### config.mk
export PLATFORM = sky130hd
export DESIGN_NAME = round_sequencer_flat
export DESIGN_NICKNAME = d
export VERILOG_FILES = /design/src/rtl/round_sequencer_if.sv /design/src/rtl/round_sequencer.sv /design/src/flat_wrapper.sv
export SDC_FILE = /design/constraint.sdc
export NUM_CORES = 1
export LEC_CHECK = 0
export CAP_MARGIN = 20
export CORE_MARGIN = 1.5
export CORE_UTILIZATION = 48
export DETAILED_ROUTE_END_ITERATION = 6
export PLACE_DENSITY = 0.82
export SETUP_SLACK_MARGIN = 0.5
export SLEW_MARGIN = 25
export SYNTH_ARGS = -nofsm -noshare
export SYNTH_HDL_FRONTEND = slang
export SYNTH_SLANG_ARGS = --single-unit
export TNS_END_PERCENT = 1
### constraint.sdc
create_clock -name clk -period 3.4 [get_ports clk]
set_input_delay 0.34 -clock clk [delete_from_list [all_inputs] [get_ports clk]]
set_output_delay 0.34 -clock clk [all_outputs]
set_load 0.05 [all_outputs]
### src/rtl/round_sequencer_if.sv
// rtl/round_sequencer_if.sv - control/status bundle between a cipher core and its round sequencer
// master drives load/step/abort; slave is the sequencer.
interface round_sequencer_if #(
  parameter int CNT_W = 4
);
  logic             load;
  logic [CNT_W-1:0] round_total;
  logic             step;
  logic             abort;
  logic             busy;
  logic [CNT_W-1:0] round_idx;
  logic [CNT_W-1:0] remaining;
  logic             first_round;
  logic             last_round;
  logic             done;
  logic             cfg_err;

  modport master (
    output load, round_total, step, abort,
    input  busy, round_idx, remaining, first_round, last_round, done, cfg_err
  );

  modport slave (
    input  load, round_total, step, abort,
    output busy, round_idx, remaining, first_round, last_round, done, cfg_err
  );
endinterface

### src/rtl/round_sequencer.sv
// rtl/round_sequencer.sv - programmable round counter for one cipher core
// Tracks the active round index and rounds remaining; reports done and rejected loads.
module round_sequencer #(
  parameter int CNT_W      = 4,
  parameter int MAX_ROUNDS = 14
) (
  input  logic               clk,
  input  logic               rst,
  round_sequencer_if.slave   bus
);

  if ((MAX_ROUNDS < 1) || (MAX_ROUNDS > (2**CNT_W) - 1)) begin : g_bad_cfg
    $error("round_sequencer: MAX_ROUNDS out of range for CNT_W");
  end

  localparam logic [CNT_W-1:0] MAX_R = CNT_W'(MAX_ROUNDS);
  localparam logic [CNT_W-1:0] ONE   = CNT_W'(1);
  localparam logic [CNT_W-1:0] ZERO  = '0;

  typedef enum logic [1:0] {
    S_IDLE = 2'd0,
    S_RUN  = 2'd1,
    S_DONE = 2'd2
  } state_t;

  state_t           state_q, state_d;
  logic [CNT_W-1:0] round_idx_q, round_idx_d;
  logic [CNT_W-1:0] remaining_q, remaining_d;
  logic             cfg_err_q, cfg_err_d;
  logic             legal_load;

  assign legal_load = bus.load && (bus.round_total != ZERO) && (bus.round_total <= MAX_R);

  always_comb begin
    state_d     = state_q;
    round_idx_d = round_idx_q;
    remaining_d = remaining_q;
    cfg_err_d   = 1'b0;
    case (state_q)
      S_IDLE: begin
        if (legal_load) begin
          state_d     = S_RUN;
          round_idx_d = ZERO;
          remaining_d = bus.round_total;
        end else if (bus.load) begin
          cfg_err_d = 1'b1;
        end
      end
      S_RUN: begin
        if (bus.abort) begin
          state_d     = S_IDLE;
          round_idx_d = ZERO;
          remaining_d = ZERO;
        end else begin
          cfg_err_d = bus.load;
          if (bus.step) begin
            if (remaining_q > ONE) begin
              round_idx_d = round_idx_q + ONE;
              remaining_d = remaining_q - ONE;
            end else begin
              remaining_d = ZERO;
              state_d     = S_DONE;
            end
          end
        end
      end
      S_DONE: begin
        // A load here starts the next block without an idle bubble; abort drops it.
        state_d     = S_IDLE;
        round_idx_d = ZERO;
        remaining_d = ZERO;
        if (!bus.abort) begin
          if (legal_load) begin
            state_d     = S_RUN;
            remaining_d = bus.round_total;
          end else if (bus.load) begin
            cfg_err_d = 1'b1;
          end
        end
      end
      default: begin
        state_d     = S_IDLE;
        round_idx_d = ZERO;
        remaining_d = ZERO;
      end
    endcase
  end

  always_ff @(posedge clk) begin
    if (!rst) begin
      state_q     <= S_IDLE;
      round_idx_q <= '0;
      remaining_q <= '0;
      cfg_err_q   <= 1'b0;
    end else begin
      state_q     <= state_d;
      round_idx_q <= round_idx_d;
      remaining_q <= remaining_d;
      cfg_err_q   <= cfg_err_d;
    end
  end

  assign bus.busy        = (state_q == S_RUN);
  assign bus.done        = (state_q == S_DONE);
  assign bus.round_idx   = round_idx_q;
  assign bus.remaining   = remaining_q;
  assign bus.first_round = (state_q == S_RUN) && (round_idx_q == ZERO);
  assign bus.last_round  = (state_q == S_RUN) && (remaining_q == ONE);
  assign bus.cfg_err     = cfg_err_q;

endmodule
### src/flat_wrapper.sv
// flat-port wrapper written by rule: the top's interface ports become plain ports
module round_sequencer_flat 
#(
  parameter int CNT_W      = 4,
  parameter int MAX_ROUNDS = 14
)
  (clk, rst, bus_load, bus_round_total, bus_step, bus_abort, bus_busy, bus_round_idx, bus_remaining, bus_first_round, bus_last_round, bus_done, bus_cfg_err);
  round_sequencer_if #(.CNT_W(CNT_W)) bus_i ();
  input  logic clk;
  input  logic rst;
  input wire logic [$bits(bus_i.load)-1:0] bus_load;
  input wire logic [$bits(bus_i.round_total)-1:0] bus_round_total;
  input wire logic [$bits(bus_i.step)-1:0] bus_step;
  input wire logic [$bits(bus_i.abort)-1:0] bus_abort;
  output wire logic [$bits(bus_i.busy)-1:0] bus_busy;
  output wire logic [$bits(bus_i.round_idx)-1:0] bus_round_idx;
  output wire logic [$bits(bus_i.remaining)-1:0] bus_remaining;
  output wire logic [$bits(bus_i.first_round)-1:0] bus_first_round;
  output wire logic [$bits(bus_i.last_round)-1:0] bus_last_round;
  output wire logic [$bits(bus_i.done)-1:0] bus_done;
  output wire logic [$bits(bus_i.cfg_err)-1:0] bus_cfg_err;
  assign bus_i.load = bus_load;
  assign bus_i.round_total = bus_round_total;
  assign bus_i.step = bus_step;
  assign bus_i.abort = bus_abort;
  assign bus_busy = bus_i.busy;
  assign bus_round_idx = bus_i.round_idx;
  assign bus_remaining = bus_i.remaining;
  assign bus_first_round = bus_i.first_round;
  assign bus_last_round = bus_i.last_round;
  assign bus_done = bus_i.done;
  assign bus_cfg_err = bus_i.cfg_err;
  round_sequencer #(.CNT_W(CNT_W), .MAX_ROUNDS(MAX_ROUNDS)) u_core (.clk(clk), .rst(rst), .bus(bus_i));
endmodule
Word level (Yosys, flattened, before mapping)
Cells that the tools add are included.
W data, S select, Z words.
{"block": "word_totals", "register_bits": 11, "output_inout_bits": 13}
{"block": "op_classes", "reduce_logical": 10, "n_addsub": 2, "order_cmp": 2, "eq_ne": 7, "n_mux": 24}
{"operator": "$mux W4", "n": 10}
{"operator": "$pmux W4 S3", "n": 1}
{"operator": "$mux W2", "n": 5}
{"operator": "$pmux W4 S2", "n": 1}
{"operator": "$ne A3 B3 Y1 const B", "n": 2}
{"operator": "$pmux W2 S3", "n": 1}
{"operator": "$reduce_and A3 Y1", "n": 2}
{"operator": "$mux W1", "n": 5}
{"operator": "$add A4 B1 Y4 const B", "n": 1}
{"operator": "$eq A4 B1 Y1 const B", "n": 1}
{"operator": "$gt A4 B1 Y1 const B", "n": 1}
{"operator": "$le A4 B4 Y1 const B", "n": 1}
{"operator": "$logic_and A1 B1 Y1", "n": 4}
{"operator": "$logic_not A4 Y1", "n": 1}
{"operator": "$reduce_bool A4 Y1", "n": 1}
{"operator": "$sub A4 B1 Y4 const B", "n": 1}
{"operator": "$ne A3 B2 Y1 const B", "n": 1}
{"operator": "$pmux W1 S3", "n": 1}
{"operator": "$eq A2 B1 Y1 const B", "n": 1}
{"operator": "$eq A2 B2 Y1 const B", "n": 1}
{"operator": "$logic_not A2 Y1", "n": 1}
{"operator": "$ne A2 B1 Y1 const B", "n": 1}
{"operator": "$reduce_and A2 Y1", "n": 1}

Depth between registers and ports, before layout
Gate-level depths: netlist (run 1).
{"block": "logic_depth", "depth_word": 6, "mapped_depth": 6, "ltp_nobuf": 6}

Least setup slack after synthesis (run 1)
No wires, ideal clock.
{"block": "synth_timing", "path_kind": "reg-to-output", "from": "reg u_core.state_q[0]", "to": "out bus_last_round", "path_stages_with_launch": 3, "required_time_ps": 3060, "arrival_time_ps": 1845, "setup_slack_ps": 1215, "path_cell_list": "dfxtp_1 -> nor2b_1 -> and4_1"}
{"block": "synth_between", "elab_chain_len": 2}
{"item": "from (decl)", "line": "round_sequencer.sv:26", "rtl": "state_t state_q, state_d;"}
{"item": "from (signal assigned)", "line": "round_sequencer.sv:96", "rtl": "state_q <= state_d;"}
{"item": "$eq A2 B1 Y1"}
{"item": "via bus_busy", "line": "flat_wrapper.sv:15", "rtl": "output wire logic [$bits(bus_i.busy)-1:0] bus_busy;"}
{"item": "$logic_and A1 B1 Y1", "line": "round_sequencer.sv:108", "rtl": "assign bus.last_round = (state_q == S_RUN) && (remaining_q == ONE);"}
{"item": "to (decl)", "line": "flat_wrapper.sv:19", "rtl": "output wire logic [$bits(bus_i.last_round)-1:0] bus_last_round;"}
The timed path passes the listed nets, and every way through them passes these cells.

Worst setup path after layout (run 1)
{"block": "layout_timing", "from": "reg u_core.state_q[0]", "to": "out bus_last_round"}
{"block": "layout_between", "elab_chain_len": 2}
{"item": "$eq A2 B1 Y1", "line": "round_sequencer.sv:108"}
{"item": "$logic_and A1 B1 Y1", "line": "round_sequencer.sv:108"}
No other way between the ends.

==> impl_metrics.tcl, run 1 <==
set metrics [dict create \
    outcome "completed" \
    nNetsFinal 122 \
    ys_async_sr_fraction_pct 0 \
    drt-pass1-iter-count 4 \
    crit_family "buffers and inverters" \
    grt.overflow.total 0 \
    path_clk_slew_ps 80 \
    worst_slew_pin_slew_ps 504 \
    mostFrequentLayoutCells "21 x clkdlybuf4s50_1, 11 x dfxtp_1, 7 x inv_1, 7 x nor2_1, 7 x nand2_1" \
    antenna_found_initial 0 \
    setup_viol 0 \
    slowest_stage "clkdlybuf4s50_1" \
    finalSetupTns_ps 0 \
    hold_path.startpoint "u_core.bus.round_idx[2]" \
    grt_use_total_pct 23.4 \
    path_class "reg -> out" \
    start_util_pct 52.5 \
    wl_per_cell_um 13.6 \
    ios 22 \
    slew_headroom_pct 66.3 \
    ctsResizeCount 0 \
    root_buffer "clkbuf_4" \
    min_path_type "reg -> reg" \
    maxCapViolCount 0 \
    finalMaxSlewViolations 0 \
    period_needed_ps 2470 \
    required_ps 3060 \
    final-instance-count-excl-fill 123 \
    setup.worst_path.start_class "flip-flop" \
    yosysWarnings 0 \
    synth.distinct_cells 32 \
    cts_sinks 11 \
    clock_path_buffers 2 \
    syn_inst 83 \
    fmax_mhz 404 \
    cp-end-kind "output port" \
    synth_seq_area_share_pct 31.4 \
    dp_hpwl_um 1230 \
    die_area_um2 1700 \
    grt_max_degree 12 \
    core-area_um2 1330 \
    critical_path_arrival_ps 2130 \
    cts_max_level 1 \
    drtIter0Drc 18 \
    power.density_nw_per_um2 378 \
    fp.dieH_um 41.2 \
    dp.cells 119 \
    place.gp.congestion 0.794 \
    ys_ff_latch 11 \
    synth-edff-count 0 \
    synthesis.nets 96 \
    area.growth.synth_to_final_pct 36.4 \
    p_leak_uw 0.000357 \
    slowest_delay_ps 800 \
    vias 722 \
    finalHoldViolations 0 \
    cts_hold_buffers 0 \
    worstRegToRegCells 6 \
    cp_max_fo 8 \
    drc 0 \
    final.period_utilization_pct 72.8 \
    timing.rr.start "u_core.bus.remaining[0]" \
    ir_worst_vdd_mv 0.242 \
    antenna_left 0 \
    finalClockSkew_ps 4.08 \
    rsz0062_at_grt "false" \
    drt-total-wl_um 1670 \
    critPathBufInv 1 \
    place_area_um2 930 \
    die_x_um 41.2 \
    synthesis.area_um2 701 \
    postCtsSetupBuffers 0 \
    grt_pass1_wl_um 2570 \
    rows 13 \
    io_buffers 21 \
    path_cells "nor2b_1 > and4_1 > clkdlybuf4s50_1" \
    synth_flop_cell "dfxtp_1" \
    clock_latency_ps 270 \
    cts_tree "built" \
    layout_commonest_cell "clkdlybuf4s50_1" \
    numCtsBuffers 3 \
    regToRegSetupSlack_ps 1800 \
    first_global_vias 591 \
    drive_gt1_share_pct 9.26 \
    viasPerCell 5.87 \
    num_antenna_cells 0 \
    stdcell_area_um2 956 \
    reg2reg_to "u_core.bus.remaining[2]" \
    avgSynthCellArea_um2 8.44 \
    final_core_util_pct 71.7 \
    min_to "u_core.bus.round_idx[2]" \
    whs_path_depth 1 \
]
[cell families after synthesis]
group                      share of synthesized area, %
and+or+nand+nor                                    23.6
AOI/OAI and AO/OA                                  30.5
DFF                                                31.4
buffers and inverters                              4.82
adders and majority gates                          7.14
xor gates and xnor gates                           2.50
[where the power goes]
part	internal, uW	total (uW)	leakage (uW)	switching (uW)
Clock	45.4	92.1	0.0000150	46.7
Combinational	53.4	125	0.000252	71.8
Sequential	136	144	0.0000897	8.75
Total	234	362	0.000357	127
[sequential cells by signal (all words and copies together), names as in the netlist]
name and flops:
u_core.bus.remaining 4, u_core.state_q 2, u_core.bus.cfg_err 1, u_core.bus.round_idx 4
[synthesized netlist by cell type (2+ instances only)]
cell type  number  area share (%)
nor2b_1         3             2.7
nand2_1         7             3.8
and3_1          2             1.8
a2bb2oi_1       4             5.0
a21oi_1         5             3.6
a31oi_1         2             1.8
o22ai_1         5             4.5
ha_1            4             7.1
o21ai_0         3             2.1
and4_1          2             2.5
nand4_1         2             1.8
nor2_1          7             3.8
xnor2_1         2             2.5
inv_1           7             3.8
dfxtp_1        11              31
[worst reg2reg max path, stage by stage (launching register included)]
cell and delay (ps):
dfxtp_1 390, inv_1 80, ha_1 230, nor2_1 260, o21ai_0 240, a2bb2oi_1 190
o22ai_1 140
[worst max-delay path by stage]
stage                  startpoint                       to  cells after the start
4_1_cts         u_core.state_q[0]           bus_last_round                      3
6_report        u_core.state_q[0]           bus_last_round                      3
3_5_place_dp   bus_round_total[3]  u_core.bus.remaining[3]                      5
3_3_place_gp   bus_round_total[3]  u_core.bus.remaining[3]                      5
5_1_grt         u_core.state_q[0]           bus_last_round                      3
2_1_floorplan   u_core.state_q[0]           bus_last_round                      2
[per-stage QoR]
| stage | hold slack [ps] | total power (uW) | setup WS, ps |
|---|---|---|---|
| finish | 518 | 362 | 926 |
| global route | 556 | 381 | 909 |
| CTS | 517 | 366 | 949 |
| detailed placement | 506 | 271 | 1180 |
| global placement | 505 | 270 | 1220 |
| floorplan | 459 | 231 | 1210 |
[final cells by class]
| type | count | area [um2] |
|---|---|---|
| multi-input cells | 64 | 447 |
| inverters | 7 | 26.3 |
| fillers | 109 | 378 |
| clock buffers | 4 | 26.3 |
| repair buffers | 22 | 218 |
| flip-flops and latches | 11 | 220 |
| well taps | 15 | 18.8 |
[per-layer routing]
layer  vias up  part of all wire [%]  track usage, %  routed length, um
li1        365                     -               -                  -
met1       333                    49            30.8                818
met2        22                    45            35.5                755
met3         2                   5.2            4.89                 86
met4         0                  0.48            12.1                  8
met5         -                     0               0                  0
Note: power is estimated with default switching activity, not from simulation.
==> run 2: changes to the inputs <==
--- a/config.mk
+++ b/config.mk
@@ -7,9 +7,9 @@
 export LEC_CHECK = 0
 export CAP_MARGIN = 20
 export CORE_MARGIN = 1.5
-export CORE_UTILIZATION = 48
+export CORE_UTILIZATION = 44
 export DETAILED_ROUTE_END_ITERATION = 6
-export PLACE_DENSITY = 0.82
+export PLACE_DENSITY = 0.76
 export SETUP_SLACK_MARGIN = 0.5
 export SLEW_MARGIN = 25
 export SYNTH_ARGS = -nofsm -noshare
==> constraint.sdc (replaced) <==
create_clock -name clk -period 2.5 [get_ports clk]
set_input_delay 0.25 -clock clk [delete_from_list [all_inputs] [get_ports clk]]
set_output_delay 0.25 -clock clk [all_outputs]
set_load 0.05 [all_outputs]
==> run 2 against run 1 <==
  * Sequential power grew 36%
  * Register-to-register slack got worse by 940 ps
  * Count of clock-buffer cells in the layout is the same
  * Worst hold slack barely moved
  * Via count shrank 1.9%
==> impl_metrics.tcl, run 2 (same netlist as run 1, synthesis figures left out) <==
set metrics [dict create \
    startpoint "u_core.state_q[0]" \
    nNetsFinal 122 \
    rows 14 \
    viasPerCell 5.71 \
    clkPwrFrac_pct 25.9 \
    fp.dieH_um 42.9 \
    fmax_mhz 499 \
    drtIter0Drc 6 \
    critPathBufInv 1 \
    p_int_uw 318 \
    seqPwrFrac_pct 39.6 \
    io_buffers 21 \
    drc 0 \
    critical_path_arrival_ps 1750 \
    worst_slew_pin_slew_ps 515 \
    slowest_delay_ps 520 \
    finalSetupTns_ps 0 \
    finalClockSkew_ps 1.45 \
    num_antenna_cells 0 \
    total_power_uw 496 \
    outcome "completed" \
    path_cells "nor2b_2 > and4_1 > dlygate4sd2_1" \
    maxCapViolCount 0 \
    final.period_utilization_pct 80.1 \
    path_class "reg -> out" \
    place_area_um2 933 \
    dp.cells 120 \
    finalMaxSlewViolations 0 \
    antenna_left 0 \
    first_global_vias 655 \
    cts_tree "built" \
    area.growth.synth_to_final_pct 37.0 \
    cts_max_level 1 \
    dp_hpwl_um 1370 \
    required_ps 2250 \
    setup_viol 0 \
    numCtsBuffers 3 \
    ios 22 \
    final_core_util_pct 63.7 \
    antenna_found_initial 0 \
    drt-pass1-iter-count 5 \
    clock_path_buffers 2 \
    min_path_type "reg -> reg" \
    p_comb_share_pct 34.6 \
    slowest_stage "dlygate4sd2_1" \
    root_buffer "clkbuf_4" \
    cts_sinks 11 \
    stdcell_area_um2 960 \
    cp_max_fo 8 \
    hold_path.startpoint "u_core.bus.round_idx[0]" \
    grt.overflow.total 0 \
    start_util_pct 46.5 \
    clock_latency_ps 280 \
    cp-end-kind "output port" \
    period_needed_ps 2000 \
    place.gp.congestion 0.958 \
    crit_family "buffers and inverters" \
    wl_per_cell_um 14.5 \
    path_clk_slew_ps 70 \
    die_x_um 42.9 \
    grt_max_degree 12 \
    grt_use_total_pct 22.3 \
    power.density_nw_per_um2 517 \
    ir_worst_vdd_mv 0.330 \
    vias 708 \
    rsz0062_at_grt "true" \
    swShare_pct 35.8 \
    grt_pass1_wl_um 3010 \
    setup.worst_path.start_class "flip-flop" \
    die_area_um2 1840 \
    core-area_um2 1510 \
    layout_commonest_cell "clkdlybuf4s50_1" \
    final-instance-count-excl-fill 124 \
    p_sw_uw 178 \
    p_leak_uw 0.000380 \
    drive_gt1_share_pct 10.2 \
    drt-total-wl_um 1800 \
    slew_headroom_pct 65.6 \
    timing.rr.start "u_core.bus.remaining[0]" \
    finalHoldViolations 0 \
    mostFrequentLayoutCells "18 x clkdlybuf4s50_1, 11 x dfxtp_1, 7 x inv_1, 7 x nor2_1, 7 x nand2_1" \
]
[run 2: power groups by stage]
stage	clock (uW)	combinational, uW	sequential (uW)
finish	128	171	196
global route	136	184	198
CTS	129	171	196
detailed placement	0	171	200
global placement	0	170	200
floorplan	0	90.0	224
[run 2: layer usage]
layer	wire (um)	vias to the layer above	track usage [%]
met1	869	326	29.3
met5	0	-	0
li1	-	365	-
met2	850	12	33.9
met4	34	0	9.38
met3	50	5	6.38
[run 2: per-stage QoR]
stage               setup WS [ps]  hold WS (ps)
finish                        497           518
global placement              394           505
CTS                           379           526
global route                  401           544
detailed placement            341           516
floorplan                     694           369
[run 2: final cells by class]
type / instances / area, um2
fillers: 127 / 547
multi-input cells: 64 / 449
flip-flops and latches: 11 / 220
repair buffers: 22 / 218
clock buffers: 4 / 26.3
inverters: 7 / 26.3
well taps: 16 / 20.0
[run 2: timing repair]
action | in CTS | in global routing
setup buffers | 0 | 0
resized for setup | 2 | 1
hold buffers | 0 | 0
endpoints found under the setup margin | 4 | 4
[run 2: worst min-delay path, stage by stage (launching register included)]
cell and delay (ps):
dfxtp_1 340, nand2_1 70, o22ai_1 60
[run 2: final timing paths]
kind / endpoint / slack [ps] / depth (start not counted)
worst max-delay path: bus_last_round / 500 / 3
worst min-delay path: u_core.bus.round_idx[0] / 520 / 2
worst max register to register: u_core.bus.remaining[3] / 860 / 6
worst min register to register: u_core.bus.round_idx[0] / 520 / 2
==> run 3: changes to the inputs <==
==> constraint.sdc (replaced) <==
create_clock -name clk -period 1.85 [get_ports clk]
set_input_delay 0.185 -clock clk [delete_from_list [all_inputs] [get_ports clk]]
set_output_delay 0.185 -clock clk [all_outputs]
set_load 0.05 [all_outputs]
==> run 3 against run 2 <==
  * Die area unchanged
  * Largest cell class unchanged
  * Setup slack worse by 210 ps
  * Final cell count up 6.5%
  * Worst hold slack worse by 130 ps
  * Largest power group unchanged
  * Power up 38%
  * Sequential power up 36%
  * Critical path depth up 2
  * Wire length about the same
==> impl_metrics.tcl, run 3 (same netlist as run 1, synthesis figures left out) <==
set metrics [dict create \
    timing.rr.start "u_core.bus.remaining[0]" \
    num_antenna_cells 0 \
    path_clk_slew_ps 70 \
    final_core_util_pct 69.4 \
    hold_path.startpoint "bus_round_total[0]" \
    regToRegSetupSlack_ps 390 \
    rsz0062_at_grt "true" \
    start_util_pct 46.5 \
    finalClockSkew_ps 1.05 \
    startpoint "bus_round_total[2]" \
    ir_worst_vdd_mv 0.385 \
    period_needed_ps 1560 \
    reg2reg_to "u_core.bus.remaining[2]" \
    core-area_um2 1510 \
    fp.dieH_um 42.9 \
    min_path_type "in -> reg" \
    drtIter0Drc 19 \
    regArea_um2 231 \
    drc 0 \
    path_class "in -> reg" \
    finalMaxSlewViolations 0 \
    finalHoldViolations 0 \
    critical_path_arrival_ps 1710 \
    cts_tree "built" \
    setup.worst_path.start_class "primary input" \
    slew_headroom_pct 67.0 \
    first_global_vias 717 \
    io_buffers 21 \
    worst_slew_pin_slew_ps 493 \
    antenna_found_initial 0 \
    maxCapViolCount 0 \
    mostFrequentLayoutCells "11 x dlygate4sd2_1, 11 x buf_4, 7 x inv_1, 7 x nand2_1" \
    ios 22 \
    wl_per_cell_um 13.7 \
    place_area_um2 1010 \
    fin_hold_ws_ps 385 \
    dp_hpwl_um 1370 \
    grt_pass1_wl_um 3070 \
    rows 14 \
    place.gp.congestion 0.767 \
    antenna_left 0 \
    fillers 127 \
    nNetsFinal 130 \
    area.growth.synth_to_final_pct 49.3 \
    drt-pass1-iter-count 4 \
    cp_max_fo 5 \
    whs_path_depth 3 \
    grt_max_degree 12 \
    min_to "u_core.bus.remaining[0]" \
    dp_slack_ps -171 \
    cts_sinks 11 \
    fmax_mhz 642 \
    clock_latency_ps 270 \
    p_leak_uw 0.000464 \
    vias 746 \
    finalWorstSetupSlack_ps 292 \
    finalSetupTns_ps 0 \
    root_buffer "clkbuf_4" \
    power.density_nw_per_um2 652 \
    grt.overflow.total 0 \
    drt-total-wl_um 1800 \
    numCtsBuffers 3 \
    viasPerCell 5.65 \
    stdcell_area_um2 1050 \
    final.period_utilization_pct 84.2 \
    grt_use_total_pct 22.3 \
    setup_viol 0 \
    clock_path_buffers 2 \
    die_x_um 42.9 \
    worstRegToRegCells 6 \
    outcome "completed" \
    required_ps 2000 \
    cts_max_level 1 \
    multiInputGateArea_um2 460 \
    drive_gt1_share_pct 26.7 \
    die_area_um2 1840 \
    cp-end-kind "flip-flop" \
]
run 3: cell count changes in the layout (fill, tap and decap cells not counted), moves of 2 or more:
cell | previous run | this run
buf_4 | 1 | 11
buf_12 | 0 | 2
dfxtp_1 | 11 | 6
dfxtp_2 | 0 | 3
clkdlybuf4s50_1 | 18 | 5
dfxtp_4 | 0 | 2
dlygate4sd2_1 | 2 | 11
run 3: area by class of cell:
class | count | area share (%)
multi-input cells | 64 | 44.0
flip-flops and latches | 11 | 22.1
repair buffers | 30 | 26.9
well taps | 16 | 1.91
inverters | 7 | 2.51
clock buffers | 4 | 2.51
run 3: per-layer routing:
layer	up-vias	track usage (%)	routed length (um)
li1	377	-	-
met5	-	0	0
met1	343	27.6	804
met3	6	6.38	103
met2	20	34.5	852
met4	0	11.9	42
run 3: repair_timing:
action | CTS | global route
pin swaps | 3 | 1
setup buffers | 2 | 0
setup endpoints to repair | 21 | 22
hold buffers | 0 | 0
resized for setup | 11 | 2
run 3: worst max-delay path: stages:
cell and delay (ps):
dlygate4sd2_1 240, or4_4 550, a311oi_4 340, nand3b_1 260, o22ai_1 120
run 3: how the worst max path moves through the flow:
stage / to / slack (ps) / cells past startpoint
after global routing: u_core.bus.remaining[1] / 250 / 6
final: u_core.bus.remaining[3] / 290 / 5
after global placement: u_core.bus.remaining[3] / -110 / 5
after detailed placement: u_core.bus.remaining[3] / -170 / 5
after floorplan: u_core.bus.remaining[3] / 410 / 4
after CTS: u_core.bus.remaining[3] / 240 / 5
run 3: report_power, final:
part	internal [uW]	switching [uW]	total (uW)	leakage, uW
combinational	108	140	248	0.000357
clock	83.5	84.7	168	0.0000150
sequential	251	15.1	266	0.0000922
run 3: stage by stage:
| stage | instances | total power (uW) |
|---|---|---|
| CTS | 132 | 684 |
| floorplan | 83 | 431 |
| global placement | 126 | 517 |
| finish | 132 | 682 |
| detailed placement | 126 | 521 |
| global route | 132 | 717 |
